### config.mk
export PLATFORM = sky130hd
export DESIGN_NAME = axi4_lite_cmd_master
export DESIGN_NICKNAME = d
export VERILOG_FILES = /design/src/rtl/axi4_lite_cmd_master.sv
export SDC_FILE = /design/constraint.sdc
export NUM_CORES = 1
export LEC_CHECK = 0
export ABC_AREA = 1
export CORE_ASPECT_RATIO = 1.4
export CORE_MARGIN = 2
export CORE_UTILIZATION = 46
export DETAILED_ROUTE_END_ITERATION = 7
export GPL_TIMING_DRIVEN = 0
export HOLD_SLACK_MARGIN = 0.12
export PLACE_DENSITY = 0.86
export SLEW_MARGIN = 15
export SYNTH_ARGS = -nofsm -noshare
export SYNTH_HDL_FRONTEND = slang
export SYNTH_SLANG_ARGS = --single-unit
### constraint.sdc
create_clock -name aclk -period 8.9 [get_ports aclk]
set_clock_uncertainty 0.1 [all_clocks]
set_input_delay 0.89 -clock aclk [delete_from_list [all_inputs] [get_ports aclk]]
set_output_delay 0.89 -clock aclk [all_outputs]
set_load 0.03 [all_outputs]
### src/rtl/axi4_lite_cmd_master.sv
`default_nettype none
// +--------------------------------------------------------------------------+
// | Module   : axi4_lite_cmd_master                                          |
// | Purpose  : Single-outstanding AXI4-Lite master. Turns a valid/ready      |
// |            command stream (one read or write per command) into AXI4-Lite |
// |            channel handshakes and returns one response beat per command. |
// | Revision : 1.0 - initial release                                         |
// +--------------------------------------------------------------------------+
module axi4_lite_cmd_master #(
  parameter int ADDRESS_SIZE = 32,
  parameter int DATA_SIZE    = 32
) (
  input  logic                      aclk,
  input  logic                      areset,
  // command stream
  input  logic                      cmd_valid_i,
  output logic                      cmd_ready_o,
  input  logic                      cmd_write_i,
  input  logic [ADDRESS_SIZE-1:0]   cmd_addr_i,
  input  logic [DATA_SIZE-1:0]      cmd_wdata_i,
  input  logic [DATA_SIZE/8-1:0]    cmd_wstrb_i,
  // response stream
  output logic                      rsp_valid_o,
  input  logic                      rsp_ready_i,
  output logic                      rsp_write_o,
  output logic [DATA_SIZE-1:0]      rsp_rdata_o,
  output logic [1:0]                rsp_resp_o,
  // AXI4-Lite write address channel
  output logic [ADDRESS_SIZE-1:0]   m_axi_awaddr,
  output logic                      m_axi_awvalid,
  input  logic                      m_axi_awready,
  // AXI4-Lite write data channel
  output logic [DATA_SIZE-1:0]      m_axi_wdata,
  output logic [DATA_SIZE/8-1:0]    m_axi_wstrb,
  output logic                      m_axi_wvalid,
  input  logic                      m_axi_wready,
  // AXI4-Lite write response channel
  input  logic [1:0]                m_axi_bresp,
  input  logic                      m_axi_bvalid,
  output logic                      m_axi_bready,
  // AXI4-Lite read address channel
  output logic [ADDRESS_SIZE-1:0]   m_axi_araddr,
  output logic                      m_axi_arvalid,
  input  logic                      m_axi_arready,
  // AXI4-Lite read data channel
  input  logic [DATA_SIZE-1:0]      m_axi_rdata,
  input  logic [1:0]                m_axi_rresp,
  input  logic                      m_axi_rvalid,
  output logic                      m_axi_rready
);

  localparam int c_STRB_W = DATA_SIZE / 8;

  localparam logic [2:0] c_IDLE    = 3'd0;
  localparam logic [2:0] c_WR_REQ  = 3'd1;
  localparam logic [2:0] c_WR_RESP = 3'd2;
  localparam logic [2:0] c_RD_REQ  = 3'd3;
  localparam logic [2:0] c_RD_DATA = 3'd4;
  localparam logic [2:0] c_RSP     = 3'd5;

  logic [2:0]              r_state;
  logic                    r_cmd_ready;
  logic                    r_awvalid;
  logic                    r_wvalid;
  logic                    r_bready;
  logic                    r_arvalid;
  logic                    r_rready;
  logic                    r_rsp_valid;

  logic [ADDRESS_SIZE-1:0] r_awaddr;
  logic [DATA_SIZE-1:0]    r_wdata;
  logic [c_STRB_W-1:0]     r_wstrb;
  logic [ADDRESS_SIZE-1:0] r_araddr;
  logic                    r_rsp_write;
  logic [DATA_SIZE-1:0]    r_rsp_rdata;
  logic [1:0]              r_rsp_resp;

  logic                    w_cmd_fire;
  logic                    w_aw_done;
  logic                    w_w_done;
  logic                    w_b_fire;
  logic                    w_r_fire;
  logic                    w_rsp_fire;

  // Handshake qualifiers; every term is a registered output gated by an input,
  // used only to decide the next registered state.
  assign w_cmd_fire = cmd_valid_i & r_cmd_ready;
  assign w_aw_done  = ~r_awvalid | m_axi_awready;
  assign w_w_done   = ~r_wvalid  | m_axi_wready;
  assign w_b_fire   = r_bready   & m_axi_bvalid;
  assign w_r_fire   = r_rready   & m_axi_rvalid;
  assign w_rsp_fire = r_rsp_valid & rsp_ready_i;

  // Control FSM: sequences channel valids/readies for one command at a time.
  always_ff @(posedge aclk or posedge areset) begin
    if (areset) begin
      r_state     <= c_IDLE;
      r_cmd_ready <= 1'b0;
      r_awvalid   <= 1'b0;
      r_wvalid    <= 1'b0;
      r_bready    <= 1'b0;
      r_arvalid   <= 1'b0;
      r_rready    <= 1'b0;
      r_rsp_valid <= 1'b0;
    end else begin
      case (r_state)
        c_IDLE: begin
          r_cmd_ready <= 1'b1;
          if (w_cmd_fire) begin
            r_cmd_ready <= 1'b0;
            if (cmd_write_i) begin
              r_awvalid <= 1'b1;
              r_wvalid  <= 1'b1;
              r_state   <= c_WR_REQ;
            end else begin
              r_arvalid <= 1'b1;
              r_state   <= c_RD_REQ;
            end
          end
        end
        c_WR_REQ: begin
          // AW and W retire independently; leave once both have been taken.
          if (r_awvalid && m_axi_awready) r_awvalid <= 1'b0;
          if (r_wvalid && m_axi_wready)   r_wvalid  <= 1'b0;
          if (w_aw_done && w_w_done) begin
            r_bready <= 1'b1;
            r_state  <= c_WR_RESP;
          end
        end
        c_WR_RESP: begin
          if (w_b_fire) begin
            r_bready    <= 1'b0;
            r_rsp_valid <= 1'b1;
            r_state     <= c_RSP;
          end
        end
        c_RD_REQ: begin
          if (m_axi_arready) begin
            r_arvalid <= 1'b0;
            r_rready  <= 1'b1;
            r_state   <= c_RD_DATA;
          end
        end
        c_RD_DATA: begin
          if (w_r_fire) begin
            r_rready    <= 1'b0;
            r_rsp_valid <= 1'b1;
            r_state     <= c_RSP;
          end
        end
        c_RSP: begin
          if (w_rsp_fire) begin
            r_rsp_valid <= 1'b0;
            r_cmd_ready <= 1'b1;
            r_state     <= c_IDLE;
          end
        end
        default: begin
          r_state     <= c_IDLE;
          r_cmd_ready <= 1'b0;
          r_awvalid   <= 1'b0;
          r_wvalid    <= 1'b0;
          r_bready    <= 1'b0;
          r_arvalid   <= 1'b0;
          r_rready    <= 1'b0;
          r_rsp_valid <= 1'b0;
        end
      endcase
    end
  end

  // Payload capture: command fields on acceptance, response fields on B/R beat.
  always_ff @(posedge aclk or posedge areset) begin
    if (areset) begin
      r_awaddr    <= '0;
      r_wdata     <= '0;
      r_wstrb     <= '0;
      r_araddr    <= '0;
      r_rsp_write <= 1'b0;
      r_rsp_rdata <= '0;
      r_rsp_resp  <= 2'b00;
    end else begin
      if (w_cmd_fire && cmd_write_i) begin
        r_awaddr <= cmd_addr_i;
        r_wdata  <= cmd_wdata_i;
        r_wstrb  <= cmd_wstrb_i;
      end
      if (w_cmd_fire && !cmd_write_i) begin
        r_araddr <= cmd_addr_i;
      end
      if (w_b_fire) begin
        r_rsp_write <= 1'b1;
        r_rsp_rdata <= '0;
        r_rsp_resp  <= m_axi_bresp;
      end else if (w_r_fire) begin
        r_rsp_write <= 1'b0;
        r_rsp_rdata <= m_axi_rdata;
        r_rsp_resp  <= m_axi_rresp;
      end
    end
  end

  assign cmd_ready_o   = r_cmd_ready;
  assign rsp_valid_o   = r_rsp_valid;
  assign rsp_write_o   = r_rsp_write;
  assign rsp_rdata_o   = r_rsp_rdata;
  assign rsp_resp_o    = r_rsp_resp;
  assign m_axi_awaddr  = r_awaddr;
  assign m_axi_awvalid = r_awvalid;
  assign m_axi_wdata   = r_wdata;
  assign m_axi_wstrb   = r_wstrb;
  assign m_axi_wvalid  = r_wvalid;
  assign m_axi_bready  = r_bready;
  assign m_axi_araddr  = r_araddr;
  assign m_axi_arvalid = r_arvalid;
  assign m_axi_rready  = r_rready;

endmodule
`default_nettype wire

# After elaboration in Yosys (flattened, before gate mapping)
# Cells that the tools add are included.
# Widths: inputs -> output; s select.
# totals
inputBits,114
word_cells,102
reg_bits,145
output_inout_bits,142
# classes
n_reduce_logical,22
eq_ne,15
n_bitwise,14
mux,36
# ops
operator,n
$mux 32,2
$ne 2x2->1 const B,10
$reduce_or 4->1,5
$mux 3,6
$pmux 1 s3,6
$pmux 3 s6,1
$mux 1,17
$reduce_and 4->1,4
$not 1->1,8
$eq 3x2->1 const B,2
$eq 3x3->1 const B,2
$mux 2,3
$reduce_and 3->1,2
$reduce_and 6->1,1
$logic_and 1x1->1,5
$and 1x1->1,4
$pmux 1 s4,1
$eq 3x1->1 const B,1
$logic_not 3->1,1
$reduce_or 3->1,1
$or 1x1->1,2
$reduce_and 2->1,1
$reduce_bool 2->1,1
$logic_not 1->1,1

# Longest topological paths before layout
# Gate-level depths: netlist (run 1).
# depth
word_depth,5
depth_mapped,10

# Least setup slack after synthesis (run 1)
# Ideal clock, no wire load.
# synth_timing
path_kind,input to register
start,input port m_axi_rvalid
end,register r_state[2]
slack_ns,7.169
required_time_ns,8.683
path_buffers,0
arrival_time_ns,1.515
setup_ns,0.117
path_stages,7
path_cell_list,nand2_2 -> nand3_1 -> nand2_1 -> nor2_2 -> nand2_2 -> nand2_1 -> nand2_1
# synth_via
elab_chain_cells,3
# synth_lines
element,line_no,source
from (decl),48,"input logic m_axi_rvalid,"
$and 1x1->1,91,assign w_r_fire = r_rready & m_axi_rvalid;
$ne 2x2->1 (no source line),--,
$reduce_and 6->1 (no source line),--,
to (signal assigned),97,r_state <= c_IDLE;
to (signal assigned),114,r_state <= c_WR_REQ;
to (signal assigned),117,r_state <= c_RD_REQ;
to (decl),61,logic [2:0] r_state;
# Every way passes these cells.
# A chain may end at the register's enable or synchronous reset.

# Worst setup path after layout (run 1)
# layout_timing
start,register r_cmd_ready (netlist: cmd_ready_o)
end,output port cmd_ready_o
# layout_lines
element,line_no,source
from (decl),62,logic r_cmd_ready;
from (signal assigned),98,r_cmd_ready <= 1'b0;
from (signal assigned),108,r_cmd_ready <= 1'b1;
from (signal assigned),110,r_cmd_ready <= 1'b0;
to (decl),17,"output logic cmd_ready_o,"
# No word-level cell between the ends.

==> results of run 1 <==
## power breakdown
group	switching [µW]	leakage [µW]	internal [µW]
Clock	298	0.000291	422
Combinational	24.1	0.00214	45.9
Sequential	0	0.00202	659
## sequential cells by signal, summed over array words and instances, names as in the netlist
register       cells
m_axi_araddr      32
m_axi_awaddr      32
m_axi_wdata       32
rsp_rdata_o       32
m_axi_wstrb        4
r_state            3
rsp_resp_o         2
cmd_ready_o        1
m_axi_arvalid      1
m_axi_awvalid      1
m_axi_bready       1
m_axi_rready       1
m_axi_wvalid       1
rsp_valid_o        1
rsp_write_o        1
## synthesized netlist by cell type, drive strengths merged
cell type / count / area (µm²)
a21oi: 16 / 80.1
buf: 10 / 82.6
clkbuf: 20 / 75.1
clkinv: 1 / 3.75
dfrtp: 145 / 3630
inv: 46 / 173
mux2: 36 / 518
nand2: 164 / 621
nand3: 55 / 293
nand4: 1 / 6.26
nor2: 9 / 43.8
nor3: 1 / 10.0
o21ai: 73 / 365
## through the flow
stage	hold WS [ns]	utilization (%)	area (µm²)
after global placement	0.353	69.5	8640
final	0.382	74.6	9270
after floorplan	0.457	-	5900
after detailed placement	0.369	69.8	8670
after CTS	0.385	74.6	9270
after global routing	0.410	74.6	9270
## routing by layer
layer | vias to the layer above | share of wire (%)
li1 | 2421 | -
met1 | 2445 | 38
met2 | 185 | 52
met3 | 32 | 6.5
met4 | 0 | 3.0
met5 | - | 0
## layout make-up
class	count	area [µm²]	area share (%)
buffer	30	158	1.70
inverter	47	184	1.98
clock buffer	17	425	4.59
tap	150	188	2.02
clock inverter	15	171	1.85
timing repair buffer	256	2580	27.8
multi-input combinational	355	1940	20.9
sequential	145	3630	39.1
## kinds of logic after synthesis
kind of cell	after synthesis	share of synthesized area (%)
flops	145	61.5
compound gates	89	7.55
mux	36	8.78
simple gates	230	16.5
buf+inv	77	5.66
## worst min-delay path, cell delays in order, from the launching register on
cell and delay [ns]:
dfrtp_1 0.34, nand2_1 0.05, o21ai_0 0.06
## worst max-delay path by stage
stage | depth (start not counted) | end | start | slack (ns)
after floorplan | 1 | cmd_ready_o$_DFFE_PP0P_ | areset | 4.02
after global placement | 2 | m_axi_wdata[11]$_DFFE_PP0P_ | areset | 2.12
after detailed placement | 5 | m_axi_araddr[20]$_DFFE_PP0P_ | cmd_write_i | 6.31
after CTS | 1 | cmd_ready_o | cmd_ready_o$_DFFE_PP0P_ | 6.30
after global routing | 1 | cmd_ready_o | cmd_ready_o$_DFFE_PP0P_ | 6.27
final | 1 | cmd_ready_o | cmd_ready_o$_DFFE_PP0P_ | 6.32
==> flow_summary.ini, run 1 <==
[outcome]
status = completed

[global_routing]
grt_use_met1_pct = 28.9
first_global_vias = 5025
grt_usage_pct = 24.6
grt_max_degree = 86
use_met2_pct = 42.2
grt_pass1_wl_mm = 26.2
globalRouteMet3Util_pct = 7.21
overflow = 0
busiest_layer = met2
antenna_found_initial = 0

[placement]
globalplace.congestion = 0.824
dp_hpwl_mm = 12.3
place_inst = 983
place_ws_ns = 6.31
portBuffers = 255

[clocking]
htree_levels = 4
path_clk_slew_ns = 0.06
cts-buffers-inserted = 17
root_buffer = clkbuf_16
cts_resized = 0
post_cts_buffers = 0
tritoncts = done
clkSinkCount = 145
clock_path_buffers = 2
worstSkewPairLatency_ns = 0.40
cts_hold_buffers = 0

[yosys]
syn-num-nets = 691
synth_cells = 577
ys_types = 22
ys_ff_latch = 145
yosysWarnings = 0
syn_area_um2 = 5900
synth_area_per_cell_um2 = 10.2
ys_seq_area_share_pct = 61.5

[drt]
postRouteAntennaNets = 0
vias_per_cell = 5.01
wirelength_mm = 16.9
drtIter0Drc = 228
wl_per_cell_um = 16.7
vias = 5083
drt_first_pass_iters = 5
drc = 0

[power]
p_leak_uw = 0.00445
total_power_uw = 1450
peakVddDrop_uv = 109
p_per_area_nw_per_um2 = 156

[critical_path]
cp_num_buf_inv = 1
worstPathArrival_ns = 1.59
path_cells = clkdlybuf4s50_1
critPathLaunchType = flip-flop
reg2regPathDepth = 4
cp-end-kind = output pin
timing.rr.start = m_axi_bready$_DFFE_PP0P_
reg2reg_setup_slack_ns = 7.30
slowest_stage = clkdlybuf4s50_1
cp.required_ns = 7.91
cp_max_fo = 5
critPathMaxStageDelay_ns = 0.73
r2r_end = rsp_rdata_o[12]$_DFFE_PP0P_
cpLargestDelayFamily = buffers and inverters
crit_type = reg2out

[die]
dieWidth_um = 99.7
die_height_um = 138
core-area_um2 = 12400
num_rows = 48
initial_core_util_pct = 47.5
die_area_um2 = 13800
pin_count = 256

[cells_and_area]
area_growth_pct = 57.2
final_cell_mix = clkdlybuf4s50_1, nand2_1, dfrtp_1, o21ai_0, nand3_1
drive_above_1_share_pct = 9.71
final_common_cell = clkdlybuf4s50_1
stdcell_count = 1015
fin_nets = 966
n_antenna_cell = 0
nFillCells = 852

[hold_path]
holdPathEnd = m_axi_awaddr[21]$_DFFE_PP0P_
min_path_cells = 2
min_path_type = reg2reg
hp-start = m_axi_awaddr[21]$_DFFE_PP0P_

[timing]
final.period_utilization_pct = 29.0
slew_viol_final = 0
max_freq_ghz = 0.388
tightest_slew_ns = 0.510
rsz0062_at_grt = no
setup_tns_ns = 0
layout_min_cycle_time_ns = 2.58
relSlewSlack_pct = 66.0
setup_viol = 0
hold_viol = 0
fin_ws_ns = 6.32

[run]
drv_cap = 0
Note: power is estimated with default switching activity, not from simulation.
==> run 2: changes to the inputs <==
CORE_UTILIZATION = 42   (was 46)
PLACE_DENSITY = 0.8   (was 0.86)
clock period = 2.5 ns   (was 8.9 ns; I/O delays follow)
==> flow_summary.ini, run 2 (synthesis gave the netlist of run 1 again) <==
[clocking]
post_cts_buffers = 0
htree_levels = 4
path_clk_slew_ns = 0.06
cts_resized = 0
worstSkewPairLatency_ns = 0.41
clock_path_buffers = 2
root_buffer = clkbuf_16
clkSinkCount = 145
cts-buffers-inserted = 17
tritoncts = done

[cells_and_area]
fin_nets = 971
nFillCells = 1093
seq_area_um2 = 3630
n_antenna_cell = 0
post-route-cell-area_um2 = 9460
final_cell_mix = clkdlybuf4s50_1, nand2_1, dfrtp_1, o21ai_0, nand3_1
drive_above_1_share_pct = 10.1
multi_input_area_um2 = 1940
final_common_cell = clkdlybuf4s50_1
finish.utilization_pct = 68.3
stdcell_count = 1055
area_growth_pct = 60.4

[power]
p_leak_uw = 0.00452
total_power_uw = 5420
p_per_area_nw_per_um2 = 573
peakVddDrop_uv = 470

[global_routing]
grt_pass1_wl_mm = 27.0
grt_usage_pct = 23.2
antenna_found_initial = 0
grt_max_degree = 34
first_global_vias = 5240
overflow = 0

[critical_path]
path_cells = clkdlybuf4s50_1
critPathMaxStageDelay_ns = 0.71
cp_num_buf_inv = 1
critPathLaunchType = flip-flop
cp-end-kind = output pin
cp_max_fo = 5
slowest_stage = clkdlybuf4s50_1
cp.required_ns = 2.15
worstPathArrival_ns = 1.59
cpLargestDelayFamily = buffers and inverters
crit_type = reg2out
reg2reg_setup_slack_ns = 0.89

[die]
die_area_um2 = 15000
core-area_um2 = 13800
num_rows = 51
initial_core_util_pct = 42.6
pin_count = 256
die_height_um = 144
dieWidth_um = 104

[timing]
tightest_slew_ns = 0.504
slew_viol_final = 0
setup_viol = 0
final.period_utilization_pct = 77.8
max_freq_ghz = 0.514
relSlewSlack_pct = 66.4
hold_viol = 0
layout_min_cycle_time_ns = 1.94
rsz0062_at_grt = no

[drt]
vias = 5105
wirelength_mm = 17.1
drt_first_pass_iters = 4
wl_per_cell_um = 16.2
vias_per_cell = 4.84
drc = 0
postRouteAntennaNets = 0
drtIter0Drc = 142

[placement]
portBuffers = 255
place_inst = 1022
globalplace.congestion = 0.885
dp_hpwl_mm = 12.8
placed_cell_area_um2 = 8790

[hold_path]
min_path_type = in2reg

[run]
drv_cap = 0

[outcome]
status = completed
-- run 2: where the power goes --
group	total [µW]	leakage (µW)	internal [µW]	switching, µW
Clock	2810	0.000322	1780	1030
Combinational	266	0.00218	177	89.6
Sequential	2350	0.00202	2350	0
Total	5420	0.00452	4310	1110
-- run 2: timing repair --
action                                  CTS  global route
endpoints found under the setup margin    0             0
endpoints found under the hold margin    14             0
hold buffers                              1             0
-- run 2: metal layers --
metal | vias to the layer above | global-route usage [%] | share of wire [%]
met5 | - | 0 | 0
met1 | 2440 | 26.1 | 38
li1 | 2434 | - | -
met3 | 40 | 6.99 | 6.2
met2 | 191 | 40.2 | 52
met4 | 0 | 12.0 | 3.5
-- run 2: worst paths after layout --
path,cells past startpoint,startpoint,to
worst min register to register,2,m_axi_arvalid$_DFFE_PP0P_,m_axi_arvalid$_DFFE_PP0P_
worst min-delay path,3,m_axi_rdata[13],rsp_rdata_o[13]$_DFFE_PP0P_
worst max-delay path,1,cmd_ready_o$_DFFE_PP0P_,cmd_ready_o
worst max register to register,4,m_axi_bready$_DFFE_PP0P_,rsp_rdata_o[12]$_DFFE_PP0P_
min in group asynchronous,3,areset,rsp_valid_o$_DFFE_PP0P_
max in group asynchronous,6,areset,m_axi_awaddr[19]$_DFFE_PP0P_
-- run 2: layout make-up --
type                    instances  area share [%]
well taps                     185            2.45
repair buffers                261            28.2
clock inverters                15            2.43
inverters                      47            1.90
clock buffers                  17            4.50
plain buffers                  30            1.67
flip-flops and latches        145            38.4
multi-input cells             355            20.5
-- run 2: per-stage QoR --
stage                     setup WS [ns]  hold slack, ns  setup TNS, ns
after floorplan                   0.331           0.282              0
after global placement           -0.943           0.355        -135.67
after detailed placement          0.580           0.369              0
after CTS                         0.533           0.261              0
after global routing              0.486           0.279              0
final                             0.555           0.278              0
